## src/rtl/core_irq_ctrl.sv

```systemverilog
// core_irq_ctrl: external interrupt controller in front of core_top.
// It synchronizes NUM_SRC asynchronous interrupt lines and latches each one
// as an edge- or level-type pending bit. Pending sources are arbitrated by
// fixed priority (lowest index wins). One request at a time is presented to
// the core, with an acknowledge handshake and a timeout. A wake pulse is
// generated while the core sits in WFI.
// Ports:
//   clk, rst_n          clock, asynchronous active-low reset
//   irq_src             raw asynchronous interrupt lines
//   irq_en              per-source enable
//   irq_ack             core acknowledge of the current request
//   core_wfi            core is in wait-for-interrupt
//   extenal_interrupt   registered request to the core
//   irq_id              index of the requested source, valid with the request
//   irq_pending         current pending bits, before the enable mask
//   core_wake           single-cycle wake pulse
//   ack_timeout_err     sticky flag: a request timed out
module core_irq_ctrl #(
  parameter int unsigned          NUM_SRC     = 4,
  parameter int unsigned          SYNC_STAGES = 2,
  parameter logic [NUM_SRC-1:0]   EDGE_MASK   = NUM_SRC'(4'b0011),
  parameter int unsigned          ACK_TIMEOUT = 255,
  localparam int unsigned         ID_W        = (NUM_SRC > 1) ? $clog2(NUM_SRC) : 1
) (
  input  logic               clk,
  input  logic               rst_n,
  input  logic [NUM_SRC-1:0] irq_src,
  input  logic [NUM_SRC-1:0] irq_en,
  input  logic               irq_ack,
  input  logic               core_wfi,
  output logic               extenal_interrupt,
  output logic [ID_W-1:0]    irq_id,
  output logic [NUM_SRC-1:0] irq_pending,
  output logic               core_wake,
  output logic               ack_timeout_err
);

  localparam int unsigned      CNT_W    = $clog2(ACK_TIMEOUT);
  localparam logic [CNT_W-1:0] CNT_LAST = CNT_W'(ACK_TIMEOUT - 1);

  typedef enum logic [1:0] {IDLE, REQ, HOLD} state_e;

  state_e             state_q, state_d;
  logic [NUM_SRC-1:0] sync_q [SYNC_STAGES];
  logic [NUM_SRC-1:0] s_d_q;
  logic [NUM_SRC-1:0] pend_q, pend_d;
  logic [ID_W-1:0]    id_q, id_d;
  logic [CNT_W-1:0]   cnt_q, cnt_d;
  logic               ext_q, ext_d;
  logic               err_q, err_d;
  logic               cond_q, wake_q;

  logic [NUM_SRC-1:0] s_sync;
  logic [NUM_SRC-1:0] elig;
  logic [NUM_SRC-1:0] ack_clr;
  logic [ID_W-1:0]    win;
  logic               wake_cond;

  assign s_sync    = sync_q[SYNC_STAGES-1];
  assign elig      = pend_q & irq_en;
  assign wake_cond = core_wfi & (|elig);

  // Multi-flop synchronizer plus one history flop for edge detection
  always_ff @(posedge clk or negedge rst_n) begin
    if (!rst_n) begin
      for (int unsigned k = 0; k < SYNC_STAGES; k++) sync_q[k] <= '0;
      s_d_q <= '0;
    end else begin
      sync_q[0] <= irq_src;
      for (int unsigned k = 1; k < SYNC_STAGES; k++) sync_q[k] <= sync_q[k-1];
      s_d_q <= s_sync;
    end
  end

  // Fixed priority: lowest eligible index wins
  always_comb begin
    win = '0;
    for (int i = int'(NUM_SRC) - 1; i >= 0; i--) begin
      if (elig[i]) win = ID_W'(i);
    end
  end

  // Request FSM: next state, latched id, timeout counter, sticky error
  always_comb begin
    state_d = state_q;
    id_d    = id_q;
    cnt_d   = cnt_q;
    err_d   = err_q;
    ack_clr = '0;
    case (state_q)
      IDLE: begin
        if (|elig) begin
          id_d    = win;
          cnt_d   = '0;
          state_d = REQ;
        end
      end
      REQ: begin
        if (irq_ack) begin
          for (int unsigned i = 0; i < NUM_SRC; i++) begin
            if (ID_W'(i) == id_q) ack_clr[i] = 1'b1;
          end
          state_d = HOLD;
        end else if (cnt_q == CNT_LAST) begin
          err_d   = 1'b1;
          state_d = HOLD;
        end else begin
          cnt_d = cnt_q + CNT_W'(1);
        end
      end
      HOLD:    state_d = IDLE;
      default: state_d = IDLE;
    endcase
    ext_d = (state_d == REQ);
  end

  // Edge bits: a new rising edge beats a simultaneous ack clear.
  // Level bits simply follow the synchronized line.
  assign pend_d = (EDGE_MASK & ((pend_q & ~ack_clr) | (s_sync & ~s_d_q)))
                | (~EDGE_MASK & s_sync);

  always_ff @(posedge clk or negedge rst_n) begin
    if (!rst_n) begin
      state_q <= IDLE;
      pend_q  <= '0;
      id_q    <= '0;
      cnt_q   <= '0;
      ext_q   <= 1'b0;
      err_q   <= 1'b0;
      cond_q  <= 1'b0;
      wake_q  <= 1'b0;
    end else begin
      state_q <= state_d;
      pend_q  <= pend_d;
      id_q    <= id_d;
      cnt_q   <= cnt_d;
      ext_q   <= ext_d;
      err_q   <= err_d;
      cond_q  <= wake_cond;
      wake_q  <= wake_cond & ~cond_q;
    end
  end

  assign extenal_interrupt = ext_q;
  assign irq_id            = id_q;
  assign irq_pending       = pend_q;
  assign core_wake         = wake_q;
  assign ack_timeout_err   = err_q;

endmodule
```

## config.mk

```make
export PLATFORM = sky130hd
export DESIGN_NAME = core_irq_ctrl
export DESIGN_NICKNAME = d
export VERILOG_FILES = /design/src/rtl/core_irq_ctrl.sv
export SDC_FILE = /design/constraint.sdc
export NUM_CORES = 1
export LEC_CHECK = 0
export ABC_AREA = 1
export CORE_MARGIN = 1
export CORE_UTILIZATION = 55
export DETAILED_ROUTE_END_ITERATION = 7
export PLACE_DENSITY = 0.9
export SLEW_MARGIN = 10
export SYNTH_ARGS = -nofsm -noshare
export SYNTH_HDL_FRONTEND = slang
export SYNTH_SLANG_ARGS = --single-unit
```

## constraint.sdc

```tcl
create_clock -name clk -period 2.3 [get_ports clk]
set_input_delay 0.46 -clock clk [delete_from_list [all_inputs] [get_ports clk]]
set_output_delay 0.46 -clock clk [all_outputs]
set_load 0.01 [all_outputs]
```

# After elaboration in Yosys (flattened, before gate mapping)
# Index checks and enable logic that the tools add are counted.
[totals]
regBits = 30
in_bits = 12
out_inout_bits = 9
[op_classes]
n_reduce_logical = 7
n_eq_ne = 7
n_bitwise = 11
mux = 16
addsub = 1
[ops]
columns = ["operator", "n"]
rows = [
  ["2-to-1 mux 8 bit", 3],
  ["2-to-1 mux 2 bit", 9],
  ["case mux 8 bit (2 select lines)", 1],
  ["adder 8 x 1 -> 8 bit (second input constant)", 1],
  ["== test 8 bit (second input constant)", 1],
  ["!= test 2 bit (second input constant)", 3],
  ["bitwise AND 2 bit", 2],
  ["bitwise AND 4 bit", 1],
  ["== test 2 x 1 -> 1 bit (second input constant)", 2],
  ["zero test 2 bit", 2],
  ["inverter 2 bit", 2],
  ["bitwise OR 2 x 4 -> 4 bit", 1],
  ["case mux 2 bit (2 select lines)", 1],
  ["AND reduction 4 bit", 1],
  ["OR reduction 4 bit", 1],
  ["AND reduction 3 bit", 1],
  ["bitwise AND 1 bit", 2],
  ["== test 1 x 2 -> 1 bit (first input constant)", 1],
  ["2-to-1 mux 1 bit", 2],
  ["inverter 1 bit", 2],
  ["bitwise OR 2 bit", 1],
  ["AND reduction 2 bit", 1],
  ["nonzero test 2 bit", 1],
]

# Longest topological paths before layout
# Gate-level depths: netlist of run 1.
[logic_depth]
ltp_word = 8
depth_mapped = 9

# Worst setup path before layout of run 1
# OpenSTA, ideal clock, no wires.
[synth_timing]
path_type = "reg-to-reg"
start = "reg cnt_q[0]"
end = "reg cnt_q[4]"
slack_ns = 0.986
required_time_ns = 2.183
path_stages_with_launch = 10
arrival_ns = 1.197
n_path_buf = 0
cell_sequence = "dfrtp_1 -> inv_1 -> ha_1 -> nand2_1 -> nor2_1 -> nand2_2 -> nand2_4 -> nand2_8 -> nand2_2 -> o21ai_2"
[synth_via]
elab_chain_cells = 4
elab_cells_between_ends = 7
classes_between = "add/sub (1); eq/ne (2); mux (3); reduce/logical (1)"
[synth_rtl]
columns = ["item", "line", "source"]
rows = [
  ["start: declaration", "48", "logic [CNT_W-1:0] cnt_q, cnt_d;"],
  ["start signal: assignment", "136", "cnt_q <= cnt_d;"],
  ["adder 8 x 1 -> 8 bit", "108", "cnt_d = cnt_q + CNT_W'(1);"],
  ["2-to-1 mux 8 bit", "104", "end else if (cnt_q == CNT_LAST) begin"],
  ["2-to-1 mux 8 bit", "99", "if (irq_ack) begin"],
  ["case mux 8 bit (2 select lines)", "90", "case (state_q)"],
]
# Several ways; a longest one is shown, not always the timed one. The select of a mux whose other input is x is not followed.
# A chain may end at the register's enable or synchronous reset.

# Worst setup path in the final report of run 1
[layout_timing]
start = "reg id_q[1] (netlist: irq_id[1])"
end = "out irq_id[1]"
[layout_lines]
columns = ["item", "line", "source"]
rows = [
  ["start: declaration", "47", "logic [ID_W-1:0] id_q, id_d;"],
  ["start signal: assignment", "135", "id_q <= id_d;"],
  ["end: declaration", "32", "output logic [ID_W-1:0] irq_id,"],
]
# No word-level cell between the ends.

==> flow_summary.yaml, run 1 <==
synthesis:
  syn_area_mm2: 0.00126
  syn_avg_cell_area_um2: 9.83
  muxShareOfSynthArea: 0
  syn_inst: 128
  ys.warnings.count: 0
  synth.distinct_cells: 20
  synthAdderAreaFrac: 0.0199
  synth_compound_area_frac: 0.0865
  synth_top_family_by_area: "simple AND/OR/NAND/NOR gates"
  syn_nets: 142
  ys_seq_area_frac: 0.596
  synth_seq_cells: 30
  synth_xor_area_frac: 0.00696
  synth-simple-area-share: 0.249
die:
  rows: 16
  dieArea_mm2: 0.00248
  io_pins: 21
  start_util: 0.610
  core_area_mm2: 0.00206
  dieHeight_um: 49.8
  die_w_um: 49.8
worst_setup_path:
  crit_family: "buffers and inverters"
  path_max_fanout: 4
  start_kind: "register"
  critPathKind: "register to output pin"
  r2r_start: "cnt_q[0]$_DFFE_PN0P_"
  arrival_ns: 1.31
  crit_path_top_delay_cell: "clkdlybuf4s50_1"
  startpoint: "irq_id[1]$_DFFE_PN0P_"
  crit_buf_inv: 1
  cp_slowest_stage_delay_ns: 0.56
  cp.required_ns: 1.84
  endpoint_kind: "output pin"
  worstPathCellList: "clkdlybuf4s50_1"
power:
  p_comb_frac: 0.321
  p_int_uw: 907
  vdd_ir_drop_max_mv: 0.665
  sequentialPowerShare: 0.483
  p_sw_uw: 507
  p_clk_frac: 0.196
  p_sw_frac: 0.359
  pwr_density_cell_mw_per_mm2: 914
  power.total_uw: 1410
  leakage_uw: 0.000736
run:
  maxCapViolCount: 0
finish:
  final_cell_mix: "34 x nand2_1, 30 x dfrtp_1, 20 x clkdlybuf4s50_1, 14 x inv_1"
  syn2layout_area_growth_pct: 23.0
  drive_above_1_share: 0.135
  nNetsFinal: 170
  antenna_cells: 0
  layout_commonest_cell: "nand2_1"
  final_cells: 183
global_route:
  first_global_vias: 966
  grt_pass1_wl_mm: 4.04
  grt_antenna_before_repair: 0
  grt_max_degree: 31
  gr-total-overflow: 0
  track_usage: 0.233
min_path:
  hold_class: "register to register"
  min_from: "s_sync[2]$_DFF_PN0_"
sta:
  finalMaxSlewViolations: 0
  rsz0062_at_grt: "false"
  finalSetupViolations: 0
  worst_slew_margin_rel: 0.760
  finalHoldViolCount: 0
  max_freq_mhz: 566
  setup_tns_ns: 0
  fin_crit_ns: 1.77
  fin_skew_ns: 0.00426
  finalCritPeriodShare: 0.768
  tightest_slew_ns: 0.360
placement:
  gp_congestion: 0.855
  placed_cells: 176
  hpwl_mm: 1.82
  io_buffers: 20
clock_network:
  insertion_delay_ns: 0.33
  cts_sinks: 30
  clk_pin_slew_ns: 0.09
  cts_root_buf: "clkbuf_4"
  cts_resized: 0
  cts_made_buffers: 5
  cts_setup_buffers: 0
  tritoncts: "yes"
  holdBufCountCts: 0
  cts_max_level: 2
  ctsLongestPathBuffers: 2
detailed_routing:
  dr_total_vias: 986
  wl_mm: 2.41
  drt_iter0_markers: 13
  dr.pass1.iters: 4
  wl_per_cell_um: 13.2
  routed_via_density: 5.39
  ant_nets: 0
  drcViolationCount: 0
status:
  status: "finished clean"
path summary, 6_finish.rpt:
path	endpoint	cells after the start	slack, ns
setup / recovery	irq_id[1]	1	0.53
hold / removal	irq_pending[2]$_DFF_PN0_	0	0.35
setup reg to reg	cnt_q[5]$_DFFE_PN0P_	9	0.76
hold reg to reg	irq_pending[2]$_DFF_PN0_	0	0.35
max in group asynchronous	cnt_q[7]$_DFFE_PN0P_	2	1.52
min in group asynchronous	irq_pending[1]$_DFF_PN0_	2	0.51
layout make-up:
class / instances / area [um^2]
fill: 131 / 514
multi-input combinational: 84 / 455
clock buffer: 5 / 37.5
sequential: 30 / 751
clock inverter: 2 / 10.0
timing repair buffer: 21 / 208
tap: 27 / 33.8
inverter: 14 / 52.6
stage by stage:
stage	utilization	worst slack, ns	hold slack (ns)	instance area [um^2]
after CTS	0.751	0.524	0.356	1550
after global routing	0.751	0.492	0.358	1550
after global placement	0.728	0.560	0.332	1500
final	0.751	0.533	0.353	1550
after detailed placement	0.728	0.486	0.336	1500
after floorplan	-	0.986	0.164	1260
per-layer routing:
metal | routed length [um] | global-route usage | vias to the layer above
met2 | 1250 | 0.385 | 37
met3 | 132 | 0.0895 | 9
met1 | 942 | 0.241 | 477
met4 | 84 | 0.162 | 0
li1 | - | - | 463
met5 | 0 | 0 | -
cells in the mapped netlist, drive strengths merged:
library cell	n	area share
nand2	40	0.15
inv	14	0.042
o21bai	1	0.0060
a21oi	1	0.0040
nand3	11	0.044
ha	2	0.020
a31o	1	0.0070
a21o	1	0.0060
o31ai	1	0.0060
dfrtp	30	0.60
xor2	1	0.0070
o21ai	10	0.058
nor3	2	0.0080
nor2	13	0.051
logic make-up after synthesis:
kind of cell / Yosys count
AO/OA/AOI/OAI: 15
XOR/XNOR: 1
adder cells (fa/ha/maj): 2
buffers and inverters: 14
flip-flops: 30
AND/OR/NAND/NOR: 66
worst register-to-register path: cells and delay by family, from the launching register on:
family / cells / cell delay, ns
adders and majority gates: 1 / 0.16
buffers and inverters: 1 / 0.11
DFF: 1 / 0.41
and+or+nand+nor: 7 / 0.76
registers in the layout (all words and copies together) (netlist names):
| register | flops |
|---|---|
| core_wake | 1 |
| extenal_interrupt | 1 |
| state_q | 2 |
| s_sync | 4 |
| ack_timeout_err | 1 |
| irq_pending | 4 |
| s_d_q | 2 |
| sync_q | 4 |
| cond_q | 1 |
| cnt_q | 8 |
| irq_id | 2 |
power by group through the flow:
| stage | logic [uW] | clock network (uW) | registers [uW] |
|---|---|---|---|
| after detailed placement | 449 | 0 | 693 |
| after floorplan | 253 | 0 | 697 |
| after CTS | 456 | 286 | 681 |
| final | 454 | 277 | 683 |
| after global placement | 427 | 0 | 687 |
| after global routing | 493 | 311 | 693 |
(Power assumes the default switching activity.)
==> inputs of run 2 (changes only) <==
- CORE_UTILIZATION: 55 -> 46
- PLACE_DENSITY: 0.9 -> 0.81
- clock period: 2.3 -> 1.43 ns (I/O delays scaled with it)
==> flow_summary.yaml, run 2 (same netlist as run 1, synthesis figures left out) <==
status:
  status: "finished clean"
worst_setup_path:
  cp.depth: 9
  r2r_cells: 9
  cp.required_ns: 1.70
  endpoint_kind: "register"
  path_max_fanout: 5
  worstPathCellList: "inv_2 -> ha_1 -> nand2_1 -> nor2_4 -> nand2_4 -> nand2_8 -> buf_4 -> nand3_1 -> nand2_1"
  crit_path_top_delay_cell: "dfrtp_1"
  crit_buf_inv: 2
  crit_family: "simple AND/OR/NAND/NOR gates"
  critPathMostFrequentCell: "nand2_1"
  start_kind: "register"
  cp_slowest_stage_delay_ns: 0.41
  arrival_ns: 1.69
  critPathKind: "register to register"
global_route:
  grt_pass1_wl_mm: 4.05
  first_global_vias: 966
  track_usage: 0.202
  grt_antenna_before_repair: 0
  gr-total-overflow: 0
  grt_max_degree: 31
finish:
  layout_commonest_cell: "nand2_1"
  largest_register: "cnt_q"
  regArea_um2: 751
  syn2layout_area_growth_pct: 37.5
  final_cell_mix: "33 x nand2_1, 30 x dfrtp_1, 14 x buf_4, 12 x inv_1, 11 x clkdlybuf4s50_1"
  largest_reg_flops: 8
  filler_cell_count: 196
  antenna_cells: 0
  final_design_area_no_fill_mm2: 0.00173
  nNetsFinal: 186
  drive_above_1_share: 0.260
  multi_input_area_um2: 512
detailed_routing:
  drt_iter0_markers: 30
  wl_mm: 2.88
  wl_per_cell_um: 14.2
  dr_total_vias: 1066
  routed_via_density: 5.25
  drcViolationCount: 0
  ant_nets: 0
  dr.pass1.iters: 4
die:
  core_area_mm2: 0.00252
  start_util: 0.499
  dieArea_mm2: 0.00295
  die_w_um: 54.3
  io_pins: 21
  dieHeight_um: 54.3
  rows: 18
sta:
  worst_slew_margin_rel: 0.797
  fin_crit_ns: 1.42
  finalSetupViolations: 0
  tightest_slew_ns: 0.304
  layout_setup_ws_ns: 0.0110
  finalCritPeriodShare: 0.992
  finalHoldViolCount: 0
  hold_slack_ns: 0.295
  max_freq_mhz: 705
  fin_skew_ns: 0.0125
  finalMaxSlewViolations: 0
  setup_tns_ns: 0
clock_network:
  ctsLongestPathBuffers: 2
  cts_sinks: 30
  tritoncts: "yes"
  clk_pin_slew_ns: 0.11
  insertion_delay_ns: 0.34
  cts_max_level: 2
  cts_made_buffers: 5
  holdBufCountCts: 0
  cts_root_buf: "clkbuf_4"
placement:
  gp_congestion: 0.874
  hpwl_mm: 1.80
  dp_slack_ns: -0.0845
  dpl_cell_area_mm2: 0.00158
  io_buffers: 20
min_path:
  hold_class: "input pin to asynchronous set/reset pin"
run:
  maxCapViolCount: 0
power:
  vdd_ir_drop_max_mv: 1.20
  pwr_density_cell_mw_per_mm2: 1530
  power.total_uw: 2640
  leakage_uw: 0.000849
run 2: final timing paths:
kind	slack, ns	startpoint	endpoint
max	0.01	cnt_q[0]$_DFFE_PN0P_	cnt_q[2]$_DFFE_PN0P_
min	0.29	rst_n	extenal_interrupt$_DFF_PN0_
max reg2reg	0.01	cnt_q[0]$_DFFE_PN0P_	cnt_q[2]$_DFFE_PN0P_
min reg2reg	0.35	s_sync[3]$_DFF_PN0_	irq_pending[3]$_DFF_PN0_
max in group asynchronous	0.96	rst_n	cnt_q[4]$_DFFE_PN0P_
min in group clk	0.35	s_sync[3]$_DFF_PN0_	irq_pending[3]$_DFF_PN0_
run 2: metal layers:
| metal | global-route usage | wire, um |
|---|---|---|
| met5 | 0 | 0 |
| met4 | 0.111 | 53 |
| met3 | 0.0583 | 134 |
| met2 | 0.341 | 1520 |
| met1 | 0.226 | 1170 |
run 2: report_power, final:
part	total (uW)	switching, uW	internal (uW)
logic	1010	559	451
clock network	544	308	236
registers	1090	99.9	987
total	2640	968	1670
run 2: area by class of cell:
type / count / share of cell area
sequential: 30 / 0.434
multi-input combinational: 86 / 0.296
timing repair buffer: 35 / 0.181
inverter: 14 / 0.0304
clock buffer: 6 / 0.0296
tap: 30 / 0.0217
clock inverter: 2 / 0.00723
run 2: stage by stage:
step                       util  instances
final                     0.686        203
after global routing      0.686        203
after CTS                 0.650        196
after detailed placement  0.625        187
after global placement    0.625        187
after floorplan               -        128
run 2: repair_timing:
action | in CTS | in global routing
buffers inserted | 1 | 5
gates resized for setup | 10 | 10
endpoints found under the setup margin | 15 | 8
pin swaps | 0 | 6
gates cloned | 0 | 2
==> inputs of run 3 (changes only) <==
- CORE_ASPECT_RATIO: default -> 1.5
- CTS_CLUSTER_SIZE: default -> 30
==> flow_summary.yaml, run 3 (same netlist as run 1, synthesis figures left out) <==
detailed_routing:
  wl_mm: 2.82
  drcViolationCount: 0
  ant_nets: 0
  routed_via_density: 5.13
  dr.pass1.iters: 4
  dr_total_vias: 1082
  drt_iter0_markers: 54
  wl_per_cell_um: 13.4
sta:
  worst_slew_margin_rel: 0.808
  finalMaxSlewViolations: 0
  finalCritPeriodShare: 1.02
  max_freq_mhz: 685
  rsz0062_at_grt: "true"
  finalHoldViolCount: 0
  finalSetupViolations: 4
  tightest_slew_ns: 0.288
  fin_crit_ns: 1.46
  layout_setup_ws_ns: -0.0299
  fin_skew_ns: 0.00574
power:
  p_comb_frac: 0.410
  p_sw_frac: 0.359
  p_clk_frac: 0.191
  power.total_uw: 2740
  p_int_uw: 1760
  pwr_density_cell_mw_per_mm2: 1530
  p_sw_uw: 984
  leakage_uw: 0.000869
  sequentialPowerShare: 0.399
  vdd_ir_drop_max_mv: 0.862
clock_network:
  cts_root_buf: "clkbuf_4"
  cts_made_buffers: 5
  tritoncts: "yes"
  insertion_delay_ns: 0.32
  cts_max_level: 2
  cts_sinks: 30
  clk_pin_slew_ns: 0.09
  holdBufCountCts: 0
  ctsLongestPathBuffers: 2
placement:
  hpwl_mm: 1.68
  io_buffers: 20
  dpl_cell_area_mm2: 0.00158
  placed_cells: 192
  gp_congestion: 0.755
  dp_slack_ns: -0.0806
global_route:
  track_usage: 0.195
  grt_max_degree: 31
  gr-total-overflow: 0
  grt_antenna_before_repair: 0
  first_global_vias: 1030
  grt_pass1_wl_mm: 4.10
die:
  die_w_um: 44.7
  io_pins: 21
  dieArea_mm2: 0.00295
  rows: 22
  dieHeight_um: 66.1
  start_util: 0.497
  core_area_mm2: 0.00253
finish:
  final_cell_mix: "30 x nand2_1, 30 x dfrtp_1, 15 x buf_4, 13 x inv_1, 11 x clkdlybuf4s50_1"
  final_design_area_no_fill_mm2: 0.00179
  final_util: 0.708
  nNetsFinal: 188
  antenna_cells: 0
  drive_above_1_share: 0.297
  largest_reg_flops: 8
  largest_register: "cnt_q"
  final_cells: 211
  syn2layout_area_growth_pct: 42.3
worst_setup_path:
  arrival_ns: 1.72
  crit_path_top_delay_cell: "dfrtp_1"
  r2r_start: "cnt_q[0]$_DFFE_PN0P_"
  worstPathCellList: "inv_2 -> ha_4 -> nand2_4 -> nor2_4 -> nand2_2 -> nand2_4 -> buf_6 -> nand3_2 -> nand2_1"
  r2r_cells: 9
  path_max_fanout: 7
  start_kind: "register"
  critPathMostFrequentCell: "nand2_4"
  endpoint_kind: "register"
  ff2ff_setup_slack_ns: -0.03
  cp_slowest_stage_delay_ns: 0.42
  critPathKind: "register to register"
  rr_endpoint: "cnt_q[6]$_DFFE_PN0P_"
  cp.required_ns: 1.69
min_path:
  hold_class: "input pin to asynchronous set/reset pin"
status:
  violations: "setup timing"
  status: "complete, but fails checks"
run:
  maxCapViolCount: 0
-- run 3: how the worst max path moves through the flow --
stage                               startpoint                   end  slack, ns  cells after the start
after floorplan           cnt_q[0]$_DFFE_PN0P_  cnt_q[4]$_DFFE_PN0P_       0.12                      9
after global placement               irq_en[3]  cnt_q[5]$_DFFE_PN0P_      -0.06                      7
after detailed placement             irq_en[2]  cnt_q[1]$_DFFE_PN0P_      -0.08                      7
after CTS                 cnt_q[0]$_DFFE_PN0P_  cnt_q[6]$_DFFE_PN0P_       0.03                      9
after global routing      cnt_q[0]$_DFFE_PN0P_  cnt_q[2]$_DFFE_PN0P_      -0.09                      9
final                     cnt_q[0]$_DFFE_PN0P_  cnt_q[6]$_DFFE_PN0P_      -0.03                      9
-- run 3: power groups by stage --
stage	sequential, uW	combinational [uW]	clock, uW
6_report	1090	1120	524
5_1_grt	1110	1200	570
4_1_cts	1080	837	539
3_5_place_dp	1110	833	0
3_3_place_gp	1100	812	0
2_1_floorplan	1120	407	0
-- run 3: final cells by class --
| cell class | instances | area (um^2) |
|---|---|---|
| Multi-Input combinational cell | 85 | 527 |
| Clock inverter | 2 | 12.5 |
| Fill cell | 187 | 741 |
| Timing Repair Buffer | 38 | 353 |
| Inverter | 14 | 52.6 |
| Sequential cell | 30 | 751 |
| Clock buffer | 6 | 51.3 |
| Tap cell | 36 | 45.0 |
-- run 3: routing by layer --
layer,routed length (um),global-route usage
met1,1090,0.194
met2,1570,0.347
met3,89,0.0437
met4,74,0.129
met5,0,0
-- run 3: critical path, delay by kind of cell, from the launching register on --
| kind | cells | cell delay (ns) |
|---|---|---|
| buf+inv | 2 | 0.24 |
| flops | 1 | 0.42 |
| fa+ha+maj | 1 | 0.14 |
| simple gates | 6 | 0.58 |
-- run 3: through the flow --
step                TNS, ns  hold slack, ns
floorplan                 0        -0.00959
global placement     -0.357           0.333
detailed placement   -0.494           0.342
CTS                       0           0.309
global route         -0.556           0.345
finish              -0.0756           0.314
-- run 3: timing repair --
item	4_1_cts	5_1_grt
buffers inserted	2	8
endpoints found under the hold margin	0	0
setup endpoints to repair	13	8
gates resized for setup	10	18
pin swaps	0	10
gates cloned	0	1
